==> config.mk <==
export PLATFORM = sky130hd
export DESIGN_NAME = ysyx_23060075_idu
export DESIGN_NICKNAME = d
export VERILOG_FILES = /design/src/rtl/ysyx_23060075_idu.sv
export SDC_FILE = /design/constraint.sdc
export NUM_CORES = 1
export LEC_CHECK = 0
export ABC_CLOCK_PERIOD_IN_PS = 1600
export CORE_UTILIZATION = 37
export DETAILED_ROUTE_END_ITERATION = 10
export PLACE_DENSITY_LB_ADDON = 0.08
export RECOVER_POWER = 25
export SYNTH_ARGS = -nofsm -noshare
export SYNTH_HDL_FRONTEND = slang
export SYNTH_SLANG_ARGS = --single-unit
==> constraint.sdc <==
create_clock -name clk -period 1.6 [get_ports clk]
set_input_delay 0.16 -clock clk [delete_from_list [all_inputs] [get_ports clk]]
set_output_delay 0.16 -clock clk [all_outputs]
set_load 0.02 [all_outputs]
==> src/rtl/ysyx_23060075_idu.sv <==
// Instruction decode stage: single-entry valid/ready register slice
// that decodes RV32 instruction fields, immediates and system flags.
module ysyx_23060075_idu #(
  parameter int ISA_WIDTH = 32
) (
  input  logic                 clk,
  input  logic                 rst,
  input  logic                 valid_1,
  output logic                 ready_1,
  output logic                 valid_2,
  input  logic                 ready_2,
  input  logic [ISA_WIDTH-1:0] inst,
  input  logic [ISA_WIDTH-1:0] pc,
  output logic [ISA_WIDTH-1:0] id_inst,
  output logic [ISA_WIDTH-1:0] id_pc,
  output logic [4:0]           rd,
  output logic [4:0]           rs1,
  output logic [4:0]           rs2,
  output logic [ISA_WIDTH-1:0] imm,
  output logic [2:0]           inst_type,
  output logic                 rd_wen,
  output logic                 is_ecall,
  output logic                 is_ebreak,
  output logic                 is_mret,
  output logic                 illegal
);

  localparam logic [2:0] T_R   = 3'd0;
  localparam logic [2:0] T_I   = 3'd1;
  localparam logic [2:0] T_S   = 3'd2;
  localparam logic [2:0] T_B   = 3'd3;
  localparam logic [2:0] T_U   = 3'd4;
  localparam logic [2:0] T_J   = 3'd5;
  localparam logic [2:0] T_ILL = 3'd7;

  typedef enum logic {EMPTY, FULL} state_e;

  typedef struct packed {
    logic [ISA_WIDTH-1:0] inst;
    logic [ISA_WIDTH-1:0] pc;
    logic [4:0]           rd;
    logic [4:0]           rs1;
    logic [4:0]           rs2;
    logic [ISA_WIDTH-1:0] imm;
    logic [2:0]           itype;
    logic                 rd_wen;
    logic                 ecall;
    logic                 ebreak;
    logic                 mret;
    logic                 illegal;
  } dec_t;

  state_e state_q, state_d;
  dec_t   data_q, data_d;
  dec_t   dec;
  logic   full;
  logic   accept;
  logic   bad;
  logic   sys;

  // Pure combinational decode of the incoming instruction
  always_comb begin
    dec         = '0;
    dec.inst    = inst;
    dec.pc      = pc;
    dec.rd      = inst[11:7];
    dec.rs1     = inst[19:15];
    dec.rs2     = inst[24:20];
    dec.ecall   = (inst == ISA_WIDTH'(32'h0000_0073));
    dec.ebreak  = (inst == ISA_WIDTH'(32'h0010_0073));
    dec.mret    = (inst == ISA_WIDTH'(32'h3020_0073));
    sys         = dec.ecall | dec.ebreak | dec.mret;
    case (inst[6:0])
      7'b0110011: dec.itype = T_R;
      7'b0000011,
      7'b0010011,
      7'b1100111,
      7'b1110011: dec.itype = T_I;
      7'b0100011: dec.itype = T_S;
      7'b1100011: dec.itype = T_B;
      7'b0110111,
      7'b0010111: dec.itype = T_U;
      7'b1101111: dec.itype = T_J;
      default:    dec.itype = T_ILL;
    endcase
    bad         = (dec.itype == T_ILL) || (inst[1:0] != 2'b11);
    dec.illegal = bad;
    if (bad) dec.itype = T_ILL;
    case (dec.itype)
      T_I: dec.imm = {{(ISA_WIDTH-12){inst[31]}}, inst[31:20]};
      T_S: dec.imm = {{(ISA_WIDTH-12){inst[31]}},
                      inst[31:25], inst[11:7]};
      T_B: dec.imm = {{(ISA_WIDTH-13){inst[31]}}, inst[31],
                      inst[7], inst[30:25], inst[11:8], 1'b0};
      T_U: dec.imm = {{(ISA_WIDTH-32){inst[31]}},
                      inst[31:12], 12'b0};
      T_J: dec.imm = {{(ISA_WIDTH-21){inst[31]}}, inst[31],
                      inst[19:12], inst[20], inst[30:21], 1'b0};
      default: dec.imm = '0;
    endcase
    dec.rd_wen = ((dec.itype == T_R) || (dec.itype == T_I) ||
                  (dec.itype == T_U) || (dec.itype == T_J)) &&
                 (dec.rd != 5'd0) && !sys;
  end

  always_ff @(posedge clk) begin
    if (rst) state_q <= EMPTY;
    else     state_q <= state_d;
  end

  always_comb begin
    state_d = state_q;
    case (state_q)
      EMPTY: if (accept) state_d = FULL;
      FULL:  if (ready_2 && !accept) state_d = EMPTY;
      default: state_d = EMPTY;
    endcase
  end

  // Reset blocks acceptance so nothing slips in while clearing
  always_comb begin
    full    = (state_q == FULL);
    valid_2 = full;
    ready_1 = ~full | ready_2;
    accept  = valid_1 & ready_1 & ~rst;
  end

  always_comb begin
    data_d = data_q;
    if (accept) data_d = dec;
  end

  always_ff @(posedge clk) begin
    if (rst) data_q <= '0;
    else     data_q <= data_d;
  end

  assign id_inst   = data_q.inst;
  assign id_pc     = data_q.pc;
  assign rd        = data_q.rd;
  assign rs1       = data_q.rs1;
  assign rs2       = data_q.rs2;
  assign imm       = data_q.imm;
  assign inst_type = data_q.itype;
  assign rd_wen    = data_q.rd_wen;
  assign is_ecall  = data_q.ecall;
  assign is_ebreak = data_q.ebreak;
  assign is_mret   = data_q.mret;
  assign illegal   = data_q.illegal;

endmodule

Word-level counts from Yosys, hierarchy flattened:

Index checks and enable logic that the tools add are counted.

* output and inout bits: 121
* register bits after elaboration: 120

* reduce and logical (&&, ||, !) cells: 13
* bitwise operators: 7
* multiplexer cells: 6
* equality and inequality tests: 20

Operators by type and width (count)
* case mux 32 bit (5 select lines): 1
* equality test 32 x 21 -> 1 bit, second input constant: 1
* equality test 32 x 30 -> 1 bit, second input constant: 1
* equality test 32 x 7 -> 1 bit, second input constant: 1
* equality test 7 bit, second input constant: 4
* equality test 7 x 6 -> 1 bit, second input constant: 3
* case mux 3 bit (6 select lines): 1
* equality test 7 x 5 -> 1 bit, second input constant: 2
* equality test 3 bit, second input constant: 3
* equality test 7 x 2 -> 1 bit, second input constant: 1
* equality test 3 x 2 -> 1 bit, second input constant: 2
* nonzero test 5 bit: 1
* logical OR 1 bit: 4
* OR reduction 4 bit: 1
* equality test 3 x 1 -> 1 bit, second input constant: 1
* logical AND 1 bit: 3
* zero test 3 bit: 1
* two-way mux 3 bit: 1
* OR 1 bit: 3
* AND 1 bit: 2
* zero test 1 bit: 2
* two-way mux 1 bit: 2
* inequality test 2 bit, second input constant: 1
* NOT 1 bit: 2
* 2 further kinds: 2

Logic depth before layout (Yosys ltp):

Gate-level depths: netlist of the first run.

* depth after elaboration: 12
* gate-level depth with buffers: 8
* mapped depth without buffers: 5

Worst setup path before layout of the first run:

Ideal clock, no wire load.

* path kind: flip-flop to flip-flop
* start: reg state_q (netlist: valid_2)
* end: reg data_q (netlist bit imm[29])
* setup time: 61 ps
* buffers on the path: 3
* arrival time: 1807 ps
* setup slack: -268 ps
* cell stages (with the launch flop): 9
* path through: dfxtp_1 nand2b_1 and2_1 clkbuf_1 nor2_1 clkbuf_1 buf_2 a22oi_1 nand2_1

* longest elaborated chain between the ends: 4

Ends and longest elaborated chain
* start, declared: line 53 `state_e state_q, state_d;`
* start signal, assigned: line 108 `else state_q <= state_d;`
* NOT 1 bit
* OR 1 bit: line 124 `ready_1 = ~full | ready_2;`
* net ready_1: line 9 `output logic ready_1,`
* AND 1 bit (2 in series): line 125 `accept = valid_1 & ready_1 & ~rst;`
* end signal, assigned: line 135 `else data_q <= data_d;`
* end, declared: line 54 `dec_t data_q, data_d;`

The timed path passes the listed nets, and every way through them passes these cells.
A chain may end at the register's enable or synchronous reset.

Worst setup path in the final report of the first run:

* start: reg data_q (netlist bit imm[20])
* end: out imm[20]

RTL lines
* end, declared: line 19 `output logic [ISA_WIDTH-1:0] imm,`

No word-level cell between the ends.

==> summary.txt, run 1 <==
Worst setup path
  – Worst Path Arrival: 1.37 ns
  – Crit path cell chain: clkdlybuf4s50_1
  – Slowest CP cell: clkdlybuf4s50_1
  – Worst setup SP type: flop
  – Top delay family on crit path: buffers and inverters
  – Worst Path Required: 1.44 ns
  – Largest stage delay, worst path: 0.63 ns
  – Critical path class: reg2out
  – Crit path buf inv count: 1
  – Setup crit end kind: output port
  – Crit path max fanout: 2

GRT
  – GR Overflow Total: 0
  – Number of antenna violations at the first check in global routing: 0
  – Largest net degree at the start of global routing: 64
  – Gr usage total: 0.2351
  – First-pass GRT wire length: 21180 µm
  – Vias in the first global route: 4161

Floorplanning
  – Die W: 107.6 µm
  – Die ar.: 11580 µm²
  – Row cnt: 38
  – Initial Utilization: 0.3807
  – Number of top-level pins: 189
  – Core ar.: 10840 µm²
  – Die Y-Extent: 107.6 µm

Job
  – Max Cap Viol: 0

Clock tree
  – Clock Sinks: 105
  – Clock Pin Slew Worst Setup and Hold Paths: 0.10 ns
  – CTS tree: done
  – CTS Hold Buffers Added: 0
  – H-tree levels: 3
  – CTS buffer count: 9
  – Clock Root Buffer: clkbuf_8
  – Clk buf depth: 2
  – Worst-skew pair later-pin latency: 0.37 ns

Placement
  – GPL Wtd Cong: 0.8092
  – Dpl hpwl: 9899 µm
  – Post-place setup slack: -0.6300 ns
  – Buffers added on ports: 188
  – Placed cell count: 852

Synth
  – Seq/Total Area, Yosys: 0.5094
  – Yosys warnings: 0
  – Async S/R FF share, synth: 0
  – Mapped Cells: 503
  – Syn_area_per_cell: 8.204 µm²
  – Post-synth top flop: dfxtp_1
  – Synth Cell Area: 4126 µm²
  – Syn nets: 571
  – Post-synth EDFFs: 0
  – Synthesized flop and latch total: 105
  – Post-synthesis cell type count: 48

Detailed routing
  – WL/cell: 15.31 µm
  – Post-route ant nets: 0
  – DR pass1 iterations: 5
  – Vias per cell: 4.897
  – DR iter-0 viols: 199
  – Final wirelength: 13290 µm
  – Vias: 4251
  – DRC Markers: 0

Finish
  – Area grow syn2layout: 63.46%
  – Cell Count, Final, Fillers Out: 868
  – Leading cell type in the layout, fill and taps excluded: clkdlybuf4s50_1
  – Layout cell share with drive strength beyond 1: 0.1442
  – Commonest non-fill, non-tap cells in the layout: clkdlybuf4s50_1 (175), nand2_1 (156), dfxtp_1 (105)
  – Diodes inserted: 0
  – Nets: 791

Pwr
  – Reg power frac: 0.489
  – Comb power frac: 0.197
  – Tot Pwr: 0.005681 W
  – LEAKAGE: 2.669 nW
  – VDD IR max: 0.5961 mV
  – Clock Power Share: 0.313
  – Internal power: 0.004169 W
  – PwrDens: 842.2 nW/µm²
  – Net Sw Power: 0.001512 W
  – Sw frac: 0.2662

Outcome
  – Status: finished clean

STA
  – Hold slack final: 0.06726 ns
  – Slew HR: 0.5458
  – Fmax: 653.5 MHz
  – Endpoints failing hold: 0
  – Pins Over Slew Limit: 0
  – Worst-margin pin slew: 0.6813 ns
  – Setup TNS: 0 ns
  – Final Cycle Share: 0.9563
  – RSZ-0062 raised after global routing: no
  – Clock Skew: 0.006873 ns
  – Setup ws final: 0.06986 ns
  – Tmin final: 1.530 ns
  – Final setup vio count: 0

Hold path
  – Hold crit path type: in2reg
[stage by stage]
step | area (µm²) | util
4_1_cts | 6751 | 0.6228
2_1_floorplan | 4131 | -
3_3_place_gp | 6524 | 0.6018
5_1_grt | 6745 | 0.6222
3_5_place_dp | 6524 | 0.6018
6_report | 6745 | 0.6222
[path summary, 6_finish.rpt]
check,slack [ns],cells after the start,from,endpoint
max reg2reg,0.17,5,valid_2,imm[18]
max,0.07,1,imm[20],imm[20]
min,0.07,2,rst,id_inst[31]
min reg2reg,0.45,2,imm[2],imm[2]
[state kept, by name (all words and copies together), names as in the netlist]
name       cells
id_inst       32
id_pc         32
illegal        1
imm           32
inst_type      3
is_ebreak      1
is_ecall       1
is_mret        1
rd_wen         1
valid_2        1
[logic make-up after synthesis]
| kind of cell | Yosys count | share of synthesized area |
|---|---|---|
| simple gates | 219 | 0.2359 |
| compound gates | 118 | 0.1756 |
| flops | 105 | 0.5094 |
| buf+inv | 57 | 0.06943 |
| mux | 4 | 0.009703 |
[final cells by class]
class	count	area, µm²
inverters	2	7.507
fillers	981	4095
flip-flops and latches	105	2102
clock buffers	11	131.4
clock inverters	5	78.83
multi-input cells	341	1782
well taps	140	175.2
repair buffers	264	2469
[worst reg2reg max path, delay by kind of cell, from the launching register on]
family | cells | cell delay [ns]
simple gates | 4 | 0.87
flops | 1 | 0.33
compound gates | 1 | 0.18
[cell usage after synthesis (4+ instances only)]
cell type,instances,area share
a21oi_1,67,0.081
a221o_1,8,0.019
a22oi_1,18,0.033
buf_1,4,0.0036
buf_2,7,0.0085
buf_4,15,0.027
clkbuf_1,28,0.025
dfxtp_1,105,0.51
mux2i_1,4,0.0097
nand2_1,157,0.14
nand2b_1,5,0.0076
nor2_1,16,0.015
nor3_1,5,0.0061
nor4_1,5,0.0076
o21ai_1,11,0.013
[what timing repair did]
action	4_1_cts	5_1_grt
pin swaps	6	2
setup buffers	0	0
resized for setup	20	4
setup endpoints to repair	30	25
hold endpoints to repair	0	0
[power by group through the flow]
| stage | clock network (W) | logic (W) | registers (W) |
|---|---|---|---|
| 2_1_floorplan | 0 | 0.000354 | 0.00297 |
| 3_3_place_gp | 0 | 0.00112 | 0.00283 |
| 3_5_place_dp | 0 | 0.00113 | 0.00284 |
| 4_1_cts | 0.00184 | 0.00113 | 0.00278 |
| 5_1_grt | 0.00192 | 0.00121 | 0.00279 |
| 6_report | 0.00178 | 0.00112 | 0.00278 |
[metal layers]
metal,routed length [µm],track usage,vias up
met2,6265,0.3800,131
met1,5947,0.3018,1966
met5,0,0,-
met3,868,0.05811,16
met4,204,0.08611,0
li1,-,-,2138
No activity file was read; power rests on OpenSTA's default activity.
==> inputs of run 2 (changes only) <==
CORE_ASPECT_RATIO = 0.6   (was unset)
REMOVE_ABC_BUFFERS = 1   (was unset)
==> summary.txt, run 2 (synthesis results as in run 1) <==
Pwr
  – LEAKAGE: 2.716 nW (+1.8%)
  – VDD IR max: 0.5254 mV (-12%)
  – Tot Pwr: 0.006098 W (+7.3%)
  – PwrDens: 891.9 nW/µm² (+5.9%)

Finish
  – Diodes inserted: 0 (unchanged)
  – Commonest non-fill, non-tap cells in the layout: clkdlybuf4s50_1 (176), nand2_1 (156), dfxtp_1 (105)
  – Area grow syn2layout: 65.68%
  – Leading cell type in the layout, fill and taps excluded: clkdlybuf4s50_1
  – Nets: 791 (unchanged)
  – Cell Count, Final, Fillers Out: 867 (-0.12%)
  – Layout cell share with drive strength beyond 1: 0.1470 (+0.002747)
  – # fillers: 939 (-4.3%)
  – FF+latch area: 2102 µm² (unchanged)
  – Multi-input logic area: 1789 µm² (+0.42%)

Clock tree
  – H-tree levels: 3 (unchanged)
  – CTS Hold Buffers Added: 0 (unchanged)
  – CTS buffer count: 9 (unchanged)
  – Worst-skew pair later-pin latency: 0.35 ns (-0.02 ns)
  – CTS tree: done
  – Clock Sinks: 105 (unchanged)
  – Clock Pin Slew Worst Setup and Hold Paths: 0.08 ns (-0.02 ns)
  – Clk buf depth: 2 (unchanged)
  – Clock Root Buffer: clkbuf_16

STA
  – Tmin final: 1.580 ns (+0.04988 ns)
  – Clock Skew: 0.007197 ns (+0.0003238 ns)
  – Setup TNS: 0 ns (unchanged)
  – Slew HR: 0.6842 (+0.1383)
  – Fmax: 632.9 MHz (-3.2%)
  – Endpoints failing hold: 0 (unchanged)
  – Final setup vio count: 0 (unchanged)
  – Final Cycle Share: 0.9875 (+0.03117)
  – Setup ws final: 0.01998 ns (-0.04988 ns)
  – Pins Over Slew Limit: 0 (unchanged)
  – Worst-margin pin slew: 0.4737 ns (-0.2075 ns)

Worst setup path
  – Slowest CP cell: dlygate4sd2_1
  – Worst Path Required: 1.89 ns (+0.45 ns)
  – Largest stage delay, worst path: 0.27 ns (-0.36 ns)
  – Worst Path Arrival: 1.87 ns (+0.50 ns)
  – Most frequent cell on the critical path: buf_6
  – Crit path cell chain: dlygate4sd2_1 > buf_6 > buf_4 > nand3b_1 > buf_6 > nor4_4 > buf_4 > buf_6 > a22oi_1 > nand2_1
  – Setup crit end kind: flop
  – Crit path max fanout: 6 (+4)
  – Worst setup SP type: input pin
  – Critical path class: in2reg

Detailed routing
  – Vias: 4323 (+1.7%)
  – Post-route ant nets: 0 (unchanged)
  – Vias per cell: 4.986 (+1.8%)
  – DRC Markers: 22 (+22)
  – DR pass1 iterations: 8 (+3)
  – Final wirelength: 13830 µm (+4.1%)
  – WL/cell: 15.95 µm (+4.2%)
  – DR iter-0 viols: 263 (+32%)

Placement
  – Buffers added on ports: 188 (unchanged)
  – GPL Wtd Cong: 0.8913 (+10%)
  – Dpl hpwl: 10140 µm (+2.4%)
  – Placed cell count: 848 (-0.47%)
  – Post-place setup slack: -0.6527 ns (-0.02261 ns)

Job
  – Max Cap Viol: 0 (unchanged)

Hold path
  – Hold crit path type: in2reg

GRT
  – Vias in the first global route: 4062 (-2.4%)
  – First-pass GRT wire length: 21430 µm (+1.2%)
  – GR Overflow Total: 0 (unchanged)
  – Gr usage total: 0.2373 (+0.002224)
  – Number of antenna violations at the first check in global routing: 0 (unchanged)
  – Largest net degree at the start of global routing: 75 (+17%)

Outcome
  – Status: finished, violations left
  – Failing checks: DRC

Floorplanning
  – Die ar.: 11590 µm² (+0.12%)
  – Die W: 138.3 µm (+29%)
  – Initial Utilization: 0.3855 (+0.004850)
  – Number of top-level pins: 189 (unchanged)
  – Row cnt: 29 (-24%)
  – Core ar.: 10700 µm² (-1.3%)
  – Die Y-Extent: 83.80 µm (-22%)
==> run 2: repair_timing <==
action | in CTS | in global routing
cloned | 0 | 1
pin swaps | 5 | 4
buffers inserted | 0 | 2
resized for setup | 19 | 19
endpoints found under the setup margin | 38 | 44
==> run 2: path summary, 6_finish.rpt <==
check	slack, ns	depth (start not counted)	from	end
worst max register to register	0.17	5	valid_2	imm[0]
worst max-delay path	0.02	10	inst[3]	imm[21]
worst min register to register	0.45	2	imm[11]	imm[11]
worst min-delay path	0.19	4	inst[10]	id_inst[10]
==> run 2: final cells by class <==
type,instances,area share
timing repair buffer,264,0.3607
sequential,105,0.3075
multi-input combinational,341,0.2617
clock buffer,11,0.03697
tap,139,0.02544
clock inverter,5,0.006589
inverter,2,0.001098
==> run 2: critical path: cells and delay by family <==
kind,cells,cell delay (ns)
buf+inv,6,1.04
simple gates,3,0.59
compound gates,1,0.08
==> run 2: per-layer routing <==
layer | share of wire | up-vias | track usage
li1 | - | 2146 | -
met1 | 0.51 | 2034 | 0.3478
met2 | 0.41 | 136 | 0.3350
met3 | 0.073 | 7 | 0.07286
met4 | 0.0064 | 0 | 0.05516
met5 | 0 | - | 0
==> run 2: power breakdown <==
part / total [W] / switching [W] / internal, W / leakage [nW]
Clock: 0.00220 / 0.00103 / 0.00117 / 0.150
Sequential: 0.00278 / 0.0000628 / 0.00272 / 0.858
Combinational: 0.00112 / 0.000563 / 0.000552 / 1.71
Total: 0.00610 / 0.00165 / 0.00444 / 2.72
==> run 2: per-stage QoR <==
stage                     area (µm²)  hold slack, ns    util
after floorplan                 3847          0.2291       -
after global placement          6484          0.4363  0.6057
after detailed placement        6484          0.4466  0.6057
after CTS                       6790          0.2852  0.6344
after global routing            6837          0.1879  0.6387
final                           6837          0.1865  0.6387
==> inputs of run 3 (changes only) <==
CORE_ASPECT_RATIO = 1.75   (was 0.6)
==> summary.txt, run 3 (synthesis results as in run 1) <==
Floorplanning
  – Number of top-level pins: 189 (unchanged)
  – Row cnt: 50 (+72%)
  – Initial Utilization: 0.3835 (-0.002017)
  – Die ar.: 11600 µm² (about the same)
  – Die W: 81.83 µm (-41%)
  – Die Y-Extent: 141.7 µm (+69%)
  – Core ar.: 10760 µm² (+0.53%)

Pwr
  – Tot Pwr: 0.005929 W (-2.8%)
  – LEAKAGE: 2.722 nW (+0.24%)
  – PwrDens: 875.9 nW/µm² (-1.8%)
  – VDD IR max: 0.5361 mV (+2.0%)

STA
  – Tmin final: 1.538 ns (-0.04163 ns)
  – Pins Over Slew Limit: 0 (unchanged)
  – Fmax: 650.0 MHz (+2.7%)
  – RSZ-0062 raised after global routing: no
  – Worst-margin pin slew: 0.4758 ns (+0.002004 ns)
  – Slew HR: 0.6820 (-0.002136)
  – Final Cycle Share: 0.9615 (-0.02602)
  – Endpoints failing hold: 0 (unchanged)
  – Final setup vio count: 0 (unchanged)
  – Hold slack final: 0.1775 ns (-0.008992 ns)
  – Clock Skew: 0.007795 ns (+0.0005986 ns)

Worst setup path
  – Setup crit end kind: flop
  – Slowest CP cell: or4b_1
  – Worst Setup EP: is_mret
  – Reg2reg setup slack: 0.12 ns (-0.05 ns)
  – Worst Path Arrival: 1.81 ns (-0.06 ns)
  – R2R Path End: inst_type[0]
  – Cells on worst reg2reg path: 5 (unchanged)
  – Worst setup path startpoint: inst[19]
  – Largest stage delay, worst path: 0.53 ns (+0.26 ns)
  – Crit path buf inv count: 1 (-5)
  – WP depth: 6 (-4)
  – Worst Path Required: 1.88 ns (about the same)
  – Worst setup SP type: input pin
  – Critical path class: in2reg
  – Top delay family on crit path: simple AND/OR/NAND/NOR gates
  – RR Startpoint: valid_2
  – Crit path max fanout: 2 (-4)
  – Crit path cell chain: clkdlybuf4s15_1 > or4b_1 > or4_4 > nor3_4 > nand2b_1 > o21ai_1

Outcome
  – Status: finished clean

GRT
  – Largest net degree at the start of global routing: 78 (+4.0%)
  – Gr usage total: 0.2269 (-0.01045)
  – First-pass GRT wire length: 20070 µm (-6.4%)
  – GR Overflow Total: 0 (unchanged)
  – Number of antenna violations at the first check in global routing: 0 (unchanged)
  – Vias in the first global route: 4085 (+0.57%)

Finish
  – Area grow syn2layout: 64.04%
  – Multi-input logic area: 1808 µm² (+1.0%)
  – Nets: 782 (-1.1%)
  – FF+latch area: 2102 µm² (unchanged)
  – Finished Cell Area: 6769 µm² (-0.99%)
  – Layout cell share with drive strength beyond 1: 0.1433 (-0.003724)
  – Diodes inserted: 0 (unchanged)
  – Commonest non-fill, non-tap cells in the layout: nand2_1 (156), clkdlybuf4s50_1 (153), dfxtp_1 (105)
  – Leading cell type in the layout, fill and taps excluded: nand2_1
  – # fillers: 960 (+2.2%)

Detailed routing
  – DR pass1 iterations: 4 (-4)
  – DR iter-0 viols: 171 (-35%)
  – Vias: 4313 (-0.23%)
  – DRC Markers: 0 (-100%)
  – Post-route ant nets: 0 (unchanged)
  – WL/cell: 15.44 µm (-3.2%)
  – Final wirelength: 13110 µm (-5.3%)
  – Vias per cell: 5.080 (+1.9%)

Clock tree
  – H-tree levels: 3 (unchanged)
  – CTS Hold Buffers Added: 0 (unchanged)
  – Clk buf depth: 2 (unchanged)
  – Clock Pin Slew Worst Setup and Hold Paths: 0.07 ns (about the same)
  – Clock Sinks: 105 (unchanged)
  – CTS buffer count: 9 (unchanged)
  – Worst-skew pair later-pin latency: 0.35 ns (about the same)
  – Clock Root Buffer: clkbuf_16
  – CTS tree: done

Job
  – Max Cap Viol: 0 (unchanged)

Placement
  – GPL Wtd Cong: 0.8594 (-3.6%)
  – Dpl hpwl: 9814 µm (-3.2%)
  – Buffers added on ports: 188 (unchanged)
  – Placed Area: 6440 µm² (-0.68%)

Hold path
  – HP Start: inst[8]
  – Hold crit path type: in2reg
run 3: changes by cell type in the layout (fill, tap and decap cells not counted), moves of 3 or more:
cell             previous run  this run
buf_6                       4         1
buf_4                      66        60
clkdlybuf4s50_1           176       153
dlygate4sd3_1               0        23
run 3: stage by stage:
step | instances | worst slack, ns | util | setup TNS [ns]
CTS | 849 | 0.003123 | 0.6271 | 0
detailed placement | 833 | -0.6399 | 0.5985 | -26.77
floorplan | 448 | -1.616 | - | -99.18
finish | 849 | 0.06161 | 0.6291 | 0
global route | 849 | 0.003143 | 0.6291 | 0
global placement | 833 | -0.6363 | 0.5985 | -23.95
run 3: worst min-delay path by stage:
stage / endpoint / slack (ns) / cells after the start
CTS: id_inst[3] / 0.19 / 3
finish: id_inst[8] / 0.18 / 4
detailed placement: imm[3] / 0.44 / 2
global route: id_inst[8] / 0.17 / 4
global placement: imm[3] / 0.44 / 2
floorplan: id_inst[0] / 0.23 / 1
run 3: final cells by class:
class	count	area share
clock inverters	7	0.007948
repair buffers	255	0.3560
inverters	2	0.001109
flip-flops and latches	105	0.3105
multi-input cells	341	0.2671
clock buffers	9	0.03327
well taps	130	0.02403
run 3: power breakdown:
part           switching, W  internal (W)
Clock              0.000988       0.00107
Sequential        0.0000548       0.00272
Combinational      0.000558      0.000539
Total               0.00160       0.00433
run 3: worst register-to-register path, delay by kind of cell, from the launching register on:
kind,cells,cell delay [ns]
AO/OA/AOI/OAI,1,0.48
AND/OR/NAND/NOR,3,0.39
flip-flops,1,0.31
buffers and inverters,1,0.19
run 3: per-layer routing:
layer / track usage / routed length (µm) / up-vias
met1: 0.2412 / 4916 / 2013
li1: - / - / 2124
met2: 0.4119 / 6998 / 145
met4: 0.1080 / 440 / 0
met3: 0.04373 / 750 / 31
met5: 0 / 0 / -
run 3: repair_timing:
| action | in CTS | in global routing |
|---|---|---|
| setup endpoints to repair | 36 | 56 |
| gates resized for setup | 24 | 13 |
| pin swaps | 6 | 4 |
| buffers inserted | 0 | 0 |
